<file path="src/rtl/load_store_unit.sv">
// Load/store unit for the MEM stage: drives a req/gnt/rvalid data memory port,
// formats load data and store lanes, and stalls the pipeline while an access is pending.
module load_store_unit (
   input  logic        clk,
   input  logic        rst,
   input  logic        valid_i,
   input  logic [31:0] alu_result_i,
   input  logic [31:0] rs2_data_i,
   input  logic [2:0]  funct3_i,
   input  logic        mem_read_c_i,
   input  logic        mem_write_c_i,
   input  logic [4:0]  rd_i,
   input  logic [31:0] pc_next_i,
   input  logic        reg_write_c_i,
   input  logic [1:0]  wb_data_sel_c_i,
   input  logic        freeze_i,
   output logic [4:0]  rd_o,
   output logic [31:0] alu_result_o,
   output logic [31:0] pc_next_o,
   output logic [1:0]  wb_data_sel_c_o,
   output logic        reg_write_c_o,
   output logic [31:0] mem_read_data_o,
   output logic        stall_c_o,
   output logic        misaligned_o,
   output logic        dmem_req_o,
   output logic        dmem_we_o,
   output logic [31:0] dmem_addr_o,
   output logic [31:0] dmem_wdata_o,
   output logic [3:0]  dmem_be_o,
   input  logic        dmem_gnt_i,
   input  logic        dmem_rvalid_i,
   input  logic [31:0] dmem_rdata_i
);

   localparam logic [1:0] IDLE = 2'd0;
   localparam logic [1:0] REQ  = 2'd1;
   localparam logic [1:0] WAIT = 2'd2;
   localparam logic [1:0] DONE = 2'd3;

   logic [1:0]  state;
   logic [1:0]  state_next;
   logic [31:0] hold_data;
   logic [31:0] load_fmt;
   logic        is_byte;
   logic        is_half;
   logic        is_word;
   logic        mem_op;
   logic        access;

   // Size comes from funct3[1:0]; the reserved encodings fall through to word.
   assign is_byte = (funct3_i[1:0] == 2'b00);
   assign is_half = (funct3_i[1:0] == 2'b01);
   assign is_word = ~is_byte & ~is_half;
   assign mem_op  = valid_i & (mem_read_c_i | mem_write_c_i);

   assign misaligned_o = mem_op & ((is_word & (alu_result_i[1:0] != 2'b00)) |
                                   (is_half & alu_result_i[0]));
   assign access       = mem_op & ~misaligned_o;

   assign rd_o            = rd_i;
   assign alu_result_o    = alu_result_i;
   assign pc_next_o       = pc_next_i;
   assign wb_data_sel_c_o = wb_data_sel_c_i;
   assign reg_write_c_o   = reg_write_c_i & valid_i & ~misaligned_o;

   assign dmem_addr_o = {alu_result_i[31:2], 2'b00};
   assign dmem_we_o   = dmem_req_o & mem_write_c_i;

   always_comb begin
      dmem_be_o    = 4'b1111;
      dmem_wdata_o = rs2_data_i;
      if (mem_write_c_i) begin
         if (is_byte) begin
            dmem_be_o    = 4'b0001 << alu_result_i[1:0];
            dmem_wdata_o = {4{rs2_data_i[7:0]}};
         end else if (is_half) begin
            dmem_be_o    = alu_result_i[1] ? 4'b1100 : 4'b0011;
            dmem_wdata_o = {2{rs2_data_i[15:0]}};
         end
      end
   end

   // Lane select plus sign/zero extension of the raw memory word.
   always_comb begin
      logic [7:0]  lane_b;
      logic [15:0] lane_h;
      lane_b   = 8'h00;
      lane_h   = 16'h0000;
      load_fmt = dmem_rdata_i;
      case (alu_result_i[1:0])
         2'b00:   lane_b = dmem_rdata_i[7:0];
         2'b01:   lane_b = dmem_rdata_i[15:8];
         2'b10:   lane_b = dmem_rdata_i[23:16];
         default: lane_b = dmem_rdata_i[31:24];
      endcase
      lane_h = alu_result_i[1] ? dmem_rdata_i[31:16] : dmem_rdata_i[15:0];
      case (funct3_i)
         3'b000:  load_fmt = {{24{lane_b[7]}}, lane_b};
         3'b001:  load_fmt = {{16{lane_h[15]}}, lane_h};
         3'b100:  load_fmt = {24'h000000, lane_b};
         3'b101:  load_fmt = {16'h0000, lane_h};
         default: load_fmt = dmem_rdata_i;
      endcase
   end

   // Request/stall generation; a store completes on grant, a load on rvalid.
   always_comb begin
      state_next = state;
      dmem_req_o = 1'b0;
      stall_c_o  = 1'b0;
      case (state)
         IDLE, REQ: begin
            if (access) begin
               dmem_req_o = 1'b1;
               if (dmem_gnt_i) begin
                  if (mem_write_c_i) begin
                     state_next = freeze_i ? DONE : IDLE;
                  end else begin
                     state_next = WAIT;
                     stall_c_o  = 1'b1;
                  end
               end else begin
                  state_next = REQ;
                  stall_c_o  = 1'b1;
               end
            end else begin
               state_next = IDLE;
            end
         end
         WAIT: begin
            if (dmem_rvalid_i) begin
               state_next = freeze_i ? DONE : IDLE;
            end else begin
               stall_c_o = 1'b1;
            end
         end
         default: begin
            if (!freeze_i) begin
               state_next = IDLE;
            end
         end
      endcase
   end

   always_comb begin
      mem_read_data_o = 32'h0;
      if ((state == WAIT) && dmem_rvalid_i) begin
         mem_read_data_o = load_fmt;
      end else if (state == DONE) begin
         mem_read_data_o = hold_data;
      end
   end

   always_ff @(posedge clk) begin
      if (rst) begin
         state     <= IDLE;
         hold_data <= 32'h0;
      end else begin
         state <= state_next;
         if ((state == WAIT) && dmem_rvalid_i) begin
            hold_data <= load_fmt;
         end
      end
   end

endmodule

</file>
<file path="config.mk">
export PLATFORM = sky130hd
export DESIGN_NAME = load_store_unit
export DESIGN_NICKNAME = d
export VERILOG_FILES = /design/src/rtl/load_store_unit.sv
export SDC_FILE = /design/constraint.sdc
export NUM_CORES = 1
export LEC_CHECK = 0
export CAP_MARGIN = 20
export CORE_AREA = 2 2 126 128
export DETAILED_ROUTE_END_ITERATION = 6
export DIE_AREA = 0 0 128 130
export PLACE_DENSITY = 0.75
export SLEW_MARGIN = 20
export SYNTH_ARGS = -nofsm -noshare
export SYNTH_HDL_FRONTEND = slang
export SYNTH_SLANG_ARGS = --single-unit
</file>
<file path="constraint.sdc">
create_clock -name clk -period 2.3 [get_ports clk]
set_input_delay 0.46 -clock clk [delete_from_list [all_inputs] [get_ports clk]]
set_output_delay 0.46 -clock clk [all_outputs]
set_load 0.02 [all_outputs]
</file>
Word level (Yosys, flattened, before mapping)
Cells that the tools add are included.
Storage, ports and cells
  register bits: 34
  latch bits: 0
  RAM bits: 0
  ROM bits: 0
  bits of input ports: 147
  output and inout port bits: 176
  word-level logic and storage cells: 62
  memories: 0
Operators by class
  $add $sub $neg: 0
  $mul: 0
  div/mod/pow operators: 0
  $lt $le $gt $ge: 0
  equal/unequal tests: 11
  shifts and indexed selects: 1
  mux-type cells: 26
  bitwise logic cells: 14
  reduce and logical (&&, ||, !) cells: 8
Operators by type and width (count)
  $mux 32: 5
  $pmux 32 s4: 1
  $pmux 8 s3: 1
  $mux 16: 1
  $mux 4: 4
  $mux 2: 6
  $and 1x1->1: 9
  $eq 2x1->1 const B: 3
  $eq 2x2->1 const B: 3
  $eq 3x3->1 const B: 2
  $logic_not 2->1: 3
  $mux 1: 6
  $pmux 2 s2: 1
  $shl 1x2->4 const A: 1
  $eq 3x1->1 const B: 1
  $logic_not 3->1: 1
  $ne 3x1->1 const B: 1
  $not 1->1: 3
  $ne 2x2->1 const B: 1
  $or 1x1->1: 2
  $pmux 1 s2: 1
  $reduce_and 2->1: 1
  $reduce_bool 2->1: 1
  $reduce_or 2->1: 1
  $logic_and 1x1->1: 1

Depth between registers and ports, before layout
Gate-level depths: netlist of run 1.
  depth in word-level cells: 11
  depth in mapped cells: 7
  gate-level depth less buffers: 4

Least setup slack after synthesis of run 1
OpenSTA, ideal clock, no wires.
  path type: input to output
  from: input port alu_result_i[0]
  to: output port mem_read_data_o[21]
  arrival time: 1.973 ns
  data required time: 1.840 ns
  slack: -0.133 ns
  stages: 6
  buffers on the path: 2
  cells stage by stage: mux2_2 > mux4_2 > and3_1 > buf_6 > buf_6 > a221o_1
Between the ends
  cells in the longest elaborated chain, start to end: 4
  elaborated cells on any way between the ends: 6
  classes of those cells: eq/ne (2); mux (3); reduce/logical (1)
RTL lines
  from (decl): RTL line 7  | input logic [31:0] alu_result_i,
  $eq 2x2->1 (tied with other cells): RTL line 90  | case (alu_result_i[1:0])
  $pmux 8 s3 (*): RTL line 90
  $pmux 32 s4 (*): RTL line 97  | case (funct3_i)
  $mux 32 (*): RTL line 147  | if ((state == WAIT) && dmem_rvalid_i) begin
  to (decl): RTL line 22  | output logic [31:0] mem_read_data_o,
Mark *: on every way between the ends. The rest lies on a longest branch, timed or not.

Worst setup path after layout of run 1
  from: input port alu_result_i[0]
  to: output port mem_read_data_o[22]
Same word-level chain as after synthesis.

==> metrics.md, run 1 <==
| Metric | Value |
|---|---|
| Critical path origin | `alu_result_i[0]` |
| Fill cell count | `1579` |
| Worst-path maximum fanout | `8` |
| Register area | `680.7 um^2` |
| CP cell instances | `buf_8 -> mux2_4 -> mux4_2 -> and3_4 -> a221o_1 -> buf_6` |
| Inserted Clock Buffers | `5` |
| Total of warnings raised by yosys | `0` |
| Worst R2R Start | `state[1]$_SDFFE_PP0P_` |
| Io pins | `323` |
| Detail Placement HPWL | `10230 um` |
| Synth top cells by count | `111 x buf_4, 64 x nand2_1, 34 x dfxtp_1` |
| Worst Hold Class | `flop to flop` |
| Cell area after synthesis | `3493 um^2` |
| Yosys top cell by area | `buf_4` |
| Die area | `16640 um^2` |
| Critical path's largest stage delay | `0.51 ns` |
| Startpoint types | `input pin` |
| Fin Setup TNS | `-3.009 ns` |
| Seq/Total Area, Yosys | `19.48%` |
| Final Hold Vio Count | `0` |
| Footprint of the multi-input gates | `1996 um^2` |
| Max VDD drop | `0.0002795 V` |
| Cell variety after synth | `39` |
| Core area | `15420 um^2` |
| Final ANT Viol Nets | `0` |
| First-pass GRT wire length | `20580 um` |
| Status | `complete, but fails checks` |
| Period utilisation layout | `109.0%` |
| Origin of the worst min-delay path | `hold_data[21]$_SDFFE_PP0P_` |
| Initial Util | `22.65%` |
| Rows | `46` |
| Via density | `4.943` |
| Final setup violating endpoints | `22` |
| #FFs+latches synth | `34` |
| Tot GR Track Use | `15.76%` |
| CTS sink count | `34` |
| Die Wd | `128 um` |
| Most common cell in the netlist | `buf_4` |
| Synth top area share | `23.85%` |
| Post-synth EDFFs | `0` |
| DRT Wirelength | `13560 um` |
| Clock buffer depth | `2` |
| Crit-path leading delay family | `multiplexers` |
| Crit path buffers/inverters | `2` |
| Final worst slack | `-0.2067 ns` |
| Wire per inst | `17.71 um` |
| Root buffer cell | `clkbuf_16` |
| Post-synth top flop | `dfxtp_1` |
| Layout area overhead | `52.58%` |
| Power per Cell Area | `400.9 nW/um^2` |
| Fmax | `398.9 MHz` |
| First-pass iteration count of the detailed router | `4` |
| CP Class | `input pin to primary output` |
| Nets@finish | `721` |
| Final Skew | `0.005423 ns` |
| Vias in the first global route | `3719` |
| Fraction of layout instances using a drive strength above 1 | `32.40%` |
| 1st-iter DRT viols | `125` |
| Ant. Diodes | `0` |
| Largest net degree at the start of global routing | `26` |
| Chip height | `130 um` |
| Placer Congestion | `0.8723` |
| Post-synth ARST share | `0%` |
| Post-CTS Hold Buffers | `0` |
| Max-cap violations | `0` |
| WP data arrival | `2.05 ns` |
| Failing checks | `negative setup slack` |
| # DRC | `0` |
| Clock-pin slew on the worst setup and hold paths | `0.05 ns` |
| Leakage | `0.002337 uW` |
| DR vias | `3786` |
| Main area contributors after synthesis | `buf_4 24%, dfxtp_1 19%, nand2_1 6.9%, a221o_1 4.6%, a211oi_1 3.9%` |
| Clock Latency Late Sink | `0.28 ns` |
| Htree depth | `2` |
| Mapped Avg Cell Area | `7.370 um^2` |
| Initial antenna violation count | `1` |
| CP endpoint kind | `primary output` |
| WHS | `0.5005 ns` |
| Max-slew violation count | `0` |
| PortBufs | `152` |
| Worst EP required | `1.84 ns` |
| Mapped Cells | `474` |
| GR Overflow Total | `0` |
| Post-Place Setup Slack | `-1.106 ns` |
| Worst path slowest cell | `mux4_2` |
| Min Tclk post-route | `2.507 ns` |
| CTS tree | `done` |
| RSZ-0062 raised after global routing | `true` |
==> cells in the final DEF, fill, tap and decap left out, drive strengths merged, types with 8 or more instances in the layout <==
master,instances
a211oi,18
buf,127
a32oi,8
clkdlybuf4s50,77
dfxtp,34
and3,11
nand2b,8
mux2,10
a221o,16
dlygate4sd2,20
o22ai,8
clkbuf,9
clkdlybuf4s15,9
a31oi,10
a21oi,25
o21ai,20
mux2i,10
a41o,9
nand2,64
nor2,32
a32o,8
==> tightest hold or removal path: stages (launching register included) <==
cell and delay, ns:
dfxtp_1 0.31, nor2_1 0.10, a211oi_1 0.05
==> metal layers <==
| layer | global-route usage (%) | vias up | routed length [um] | part of all wire [%] |
|---|---|---|---|---|
| li1 | - | 1798 | - | - |
| met1 | 19.05 | 1745 | 5456 | 40 |
| met2 | 26.05 | 176 | 6356 | 47 |
| met3 | 4.428 | 65 | 1141 | 8.4 |
| met4 | 7.369 | 2 | 595 | 4.4 |
| met5 | 0 | - | 13 | 0.096 |
==> per-stage QoR <==
| step | total power (uW) | std cells | area [um^2] | utilization [%] |
|---|---|---|---|---|
| CTS | 2116 | 763 | 5174 | 33.54 |
| finish | 2137 | 766 | 5330 | 34.56 |
| floorplan | 1167 | 475 | 3511 | - |
| global route | 2226 | 766 | 5330 | 34.56 |
| detailed placement | 1333 | 748 | 4946 | 32.07 |
| global placement | 1329 | 748 | 4946 | 32.07 |
==> registers in the layout (all words and copies together), names as in the netlist <==
| name | cells |
|---|---|
| hold_data | 32 |
| state | 2 |
==> final cells by class <==
type                    count  share of cell area (%)
clock inverters             1                  0.5634
multi-input cells         289                   37.44
flip-flops and latches     34                   12.77
inverters                   5                  0.3521
repair buffers            239                   41.76
well taps                 192                   4.507
clock buffers               6                   2.606
==> power by group <==
part	leakage, uW	total [uW]	internal (uW)	switching [uW]
clock	0.0000829	788	535	253
sequential	0.000275	610	603	7.38
combinational	0.00198	739	380	360
==> cells by family after synthesis <==
kind of cell / synth area share (%)
buffers and inverters: 28.87
AOI/OAI and AO/OA: 28.90
and+or+nand+nor: 15.90
DFF: 19.48
muxes: 6.734
other: 0.1073
==> final timing paths <==
path | end | slack [ns] | cells past startpoint
worst max register to register | hold_data[11]$_SDFFE_PP0P_ | 0.91 | 5
worst min-delay path | hold_data[21]$_SDFFE_PP0P_ | 0.50 | 2
worst max-delay path | mem_read_data_o[22] | -0.21 | 6
worst min register to register | hold_data[21]$_SDFFE_PP0P_ | 0.50 | 2
==> repair_timing <==
item                                    4_1_cts  5_1_grt
buffers inserted                              6        3
endpoints found under the setup margin       67       41
resized for setup                           238       48
cloned                                        2        0
pin swaps                                    11       14
No activity file was read; power rests on OpenSTA's default activity.
==> run 2, diff against run 1 <==
--- a/config.mk
+++ b/config.mk
@@ -7,9 +7,11 @@
 export LEC_CHECK = 0
 export CAP_MARGIN = 20
 export CORE_AREA = 2 2 126 128
+export CTS_CLUSTER_DIAMETER = 100
 export DETAILED_ROUTE_END_ITERATION = 6
 export DIE_AREA = 0 0 128 130
 export PLACE_DENSITY = 0.75
+export SKIP_LAST_GASP = 1
 export SLEW_MARGIN = 20
 export SYNTH_ARGS = -nofsm -noshare
 export SYNTH_HDL_FRONTEND = slang
==> metrics.md, run 2 (synthesized netlist as in run 1, its figures left out) <==
| Metric | Value |
|---|---|
| Crit-path leading delay family | `multiplexers (unchanged)` |
| DRT Wirelength | `13560 um (about the same)` |
| PortBufs | `152 (unchanged)` |
| RSZ-0062 raised after global routing | `true (unchanged)` |
| Reg power frac | `28.6% (was 28.5%)` |
| Startpoint types | `input pin (unchanged)` |
| Htree depth | `2 (unchanged)` |
| Leakage | `0.002340 uW (was 0.002337 uW)` |
| CP Class | `input pin to primary output (unchanged)` |
| Final setup violating endpoints | `23 (was 22)` |
| Comb pwr share | `34.6% (about the same)` |
| Clock Latency Late Sink | `0.28 ns (about the same)` |
| CTS tree | `done (unchanged)` |
| Max VDD drop | `0.0002792 V (was 0.0002795 V)` |
| Worst Hold Class | `flop to flop (unchanged)` |
| Worst R2R Path Depth | `5 (unchanged)` |
| # DRC | `0 (unchanged)` |
| Biggest register | `hold_data (unchanged)` |
| Post-Place Setup Slack | `-1.106 ns (unchanged)` |
| Die Wd | `128 um (unchanged)` |
| Io pins | `323 (unchanged)` |
| Final ANT Viol Nets | `0 (unchanged)` |
| Ant. Diodes | `0 (unchanged)` |
| Largest net degree at the start of global routing | `26 (unchanged)` |
| Via density | `4.900 (was 4.943)` |
| Min Tclk post-route | `2.508 ns (was 2.507 ns)` |
| Inserted Clock Buffers | `5 (unchanged)` |
| Max-slew violation count | `0 (unchanged)` |
| Critical path's largest stage delay | `0.52 ns (was 0.51 ns)` |
| Fmax | `398.7 MHz (was 398.9 MHz)` |
| CP endpoint kind | `primary output (unchanged)` |
| Max FFs per register | `32 (unchanged)` |
| GR Overflow Total | `0 (unchanged)` |
| Final Hold Vio Count | `0 (unchanged)` |
| Worst-path maximum fanout | `8 (unchanged)` |
| Max-cap violations | `0 (unchanged)` |
| 1st-iter DRT viols | `166 (was 125)` |
| Commonest cells after routing, fill and taps aside | `86 x buf_4, 77 x clkdlybuf4s50_1, 64 x nand2_1 (unchanged)` |
| Final Skew | `0.005158 ns (was 0.005423 ns)` |
| Largest registers | `hold_data x32, state x2 (unchanged)` |
| Psw | `614.5 uW (was 619.8 uW)` |
| First-pass GRT wire length | `20590 um (was 20580 um)` |
| Fin Setup TNS | `-3.020 ns (was -3.009 ns)` |
| Worst EP required | `1.84 ns (about the same)` |
| WP data arrival | `2.05 ns (about the same)` |
| Die area | `16640 um^2 (unchanged)` |
| CP endpoint | `mem_read_data_o[22] (unchanged)` |
| Initial Util | `22.65% (unchanged)` |
| Pint | `1516 uW (was 1517 uW)` |
| Fraction of layout instances using a drive strength above 1 | `32.17% (was 32.40%)` |
| Detail Placement HPWL | `10230 um (unchanged)` |
| Nets@finish | `722 (was 721)` |
| CP cell instances | `buf_8 -> mux2_4 -> mux4_2 -> and3_4 -> a221o_1 -> buf_6 (unchanged)` |
| Clock share of power | `36.8% (was 36.9%)` |
| CTS sink count | `34 (unchanged)` |
| Rows | `46 (unchanged)` |
| Period utilisation layout | `109.1% (was 109.0%)` |
| Status | `complete, but fails checks (unchanged)` |
| Failing checks | `negative setup slack (unchanged)` |
| Placer Congestion | `0.8723 (unchanged)` |
| Chip height | `130 um (unchanged)` |
| Root buffer cell | `clkbuf_16 (unchanged)` |
| FF-to-FF End | `hold_data[11]$_SDFFE_PP0P_ (unchanged)` |
| Stages on the worst setup path | `6 (unchanged)` |
| Core area | `15420 um^2 (unchanged)` |
| Vias in the first global route | `3710 (was 3719)` |
| Initial antenna violation count | `1 (unchanged)` |
| Power per Cell Area | `401.8 nW/um^2 (was 400.9 nW/um^2)` |
| WHS | `0.4997 ns (was 0.5005 ns)` |
| Clock buffer depth | `2 (unchanged)` |
| Commonest non-fill, non-tap cell in the layout | `buf_4 (unchanged)` |
| Worst R2R Start | `state[1]$_SDFFE_PP0P_ (unchanged)` |
| Critical path origin | `alu_result_i[0] (unchanged)` |
| Crit path buffers/inverters | `2 (unchanged)` |
| Final worst slack | `-0.2084 ns (was -0.2067 ns)` |
| DR vias | `3758 (was 3786)` |
| Sw Ratio | `28.85% (was 29.01%)` |
| First-pass iteration count of the detailed router | `5 (was 4)` |
| Wire per inst | `17.67 um (was 17.71 um)` |
| Layout area overhead | `51.79% (was 52.58%)` |
| Tot GR Track Use | `15.76% (unchanged)` |
| Worst path slowest cell | `mux4_2 (unchanged)` |
| Clock-pin slew on the worst setup and hold paths | `0.05 ns (about the same)` |
| R2R setup slack | `0.91 ns (about the same)` |
| Fill cell count | `1581 (was 1579)` |
==> run 2: changes by cell type in the layout (fill, tap and decap cells not counted), sizes merged <==
cell | before | now
clkdlybuf4s15 | 9 | 8
buf | 127 | 128
dlygate4sd2 | 20 | 21
==> run 2: power by group through the flow <==
stage,sequential (uW),clock [uW],combinational [uW]
finish,610,784,737
global route,611,827,786
CTS,610,802,704
detailed placement,622,0,710
global placement,622,0,707
floorplan,621,0,546
==> run 2: stage by stage <==
step	power, uW	instances	utilization (%)	cell area, um^2
global placement	1329	748	32.07	4946
CTS	2116	763	33.53	5172
detailed placement	1333	748	32.07	4946
finish	2130	767	34.38	5303
global route	2224	767	34.38	5303
floorplan	1167	475	-	3511
==> run 2: final cells by class <==
class	count	area (um^2)	share of cell area, %
clock buffer	6	138.9	2.619
clock inverter	1	30.03	0.5663
inverter	5	18.77	0.3539
multi-input combinational	289	1983	37.40
sequential	34	680.7	12.84
tap	192	240.2	4.530
timing repair buffer	240	2211	41.69
==> run 2: repair_timing <==
| item | in CTS | in global routing |
|---|---|---|
| gates resized for setup | 237 | 39 |
| cloned | 2 | 0 |
| pin swaps | 11 | 14 |
| hold buffers | 0 | 0 |
| setup endpoints to repair | 67 | 41 |
| buffers inserted | 6 | 4 |
==> run 2: worst min path at each step <==
stage | from | end | cells after the start
after CTS | hold_data[22]$_SDFFE_PP0P_ | hold_data[22]$_SDFFE_PP0P_ | 2
after global placement | hold_data[15]$_SDFFE_PP0P_ | hold_data[15]$_SDFFE_PP0P_ | 2
final | hold_data[21]$_SDFFE_PP0P_ | hold_data[21]$_SDFFE_PP0P_ | 2
after floorplan | hold_data[15]$_SDFFE_PP0P_ | hold_data[15]$_SDFFE_PP0P_ | 2
after detailed placement | hold_data[22]$_SDFFE_PP0P_ | hold_data[22]$_SDFFE_PP0P_ | 2
after global routing | hold_data[21]$_SDFFE_PP0P_ | hold_data[21]$_SDFFE_PP0P_ | 2
==> run 2: worst min-delay path, stage by stage (launching register included) <==
cell and delay [ns]:
dfxtp_1 0.31, nor2_1 0.10, a211oi_1 0.05
==> run 2: metal layers <==
metal / GRT usage [%] / share of wire (%) / vias up
met5: 0 / 0.096 / -
met4: 7.369 / 4.2 / 2
met3: 4.428 / 8.6 / 63
met2: 26.17 / 47 / 176
met1: 18.95 / 40 / 1717
li1: - / - / 1800
==> run 3, diff against run 2 <==
--- a/config.mk
+++ b/config.mk
@@ -7,7 +7,7 @@
 export LEC_CHECK = 0
 export CAP_MARGIN = 20
 export CORE_AREA = 2 2 126 128
-export CTS_CLUSTER_DIAMETER = 100
+export CTS_CLUSTER_DIAMETER = 50
 export DETAILED_ROUTE_END_ITERATION = 6
 export DIE_AREA = 0 0 128 130
 export PLACE_DENSITY = 0.75
==> results of run 3 <==
No change in the layout: final DEF, timing and power equal those of run 2.
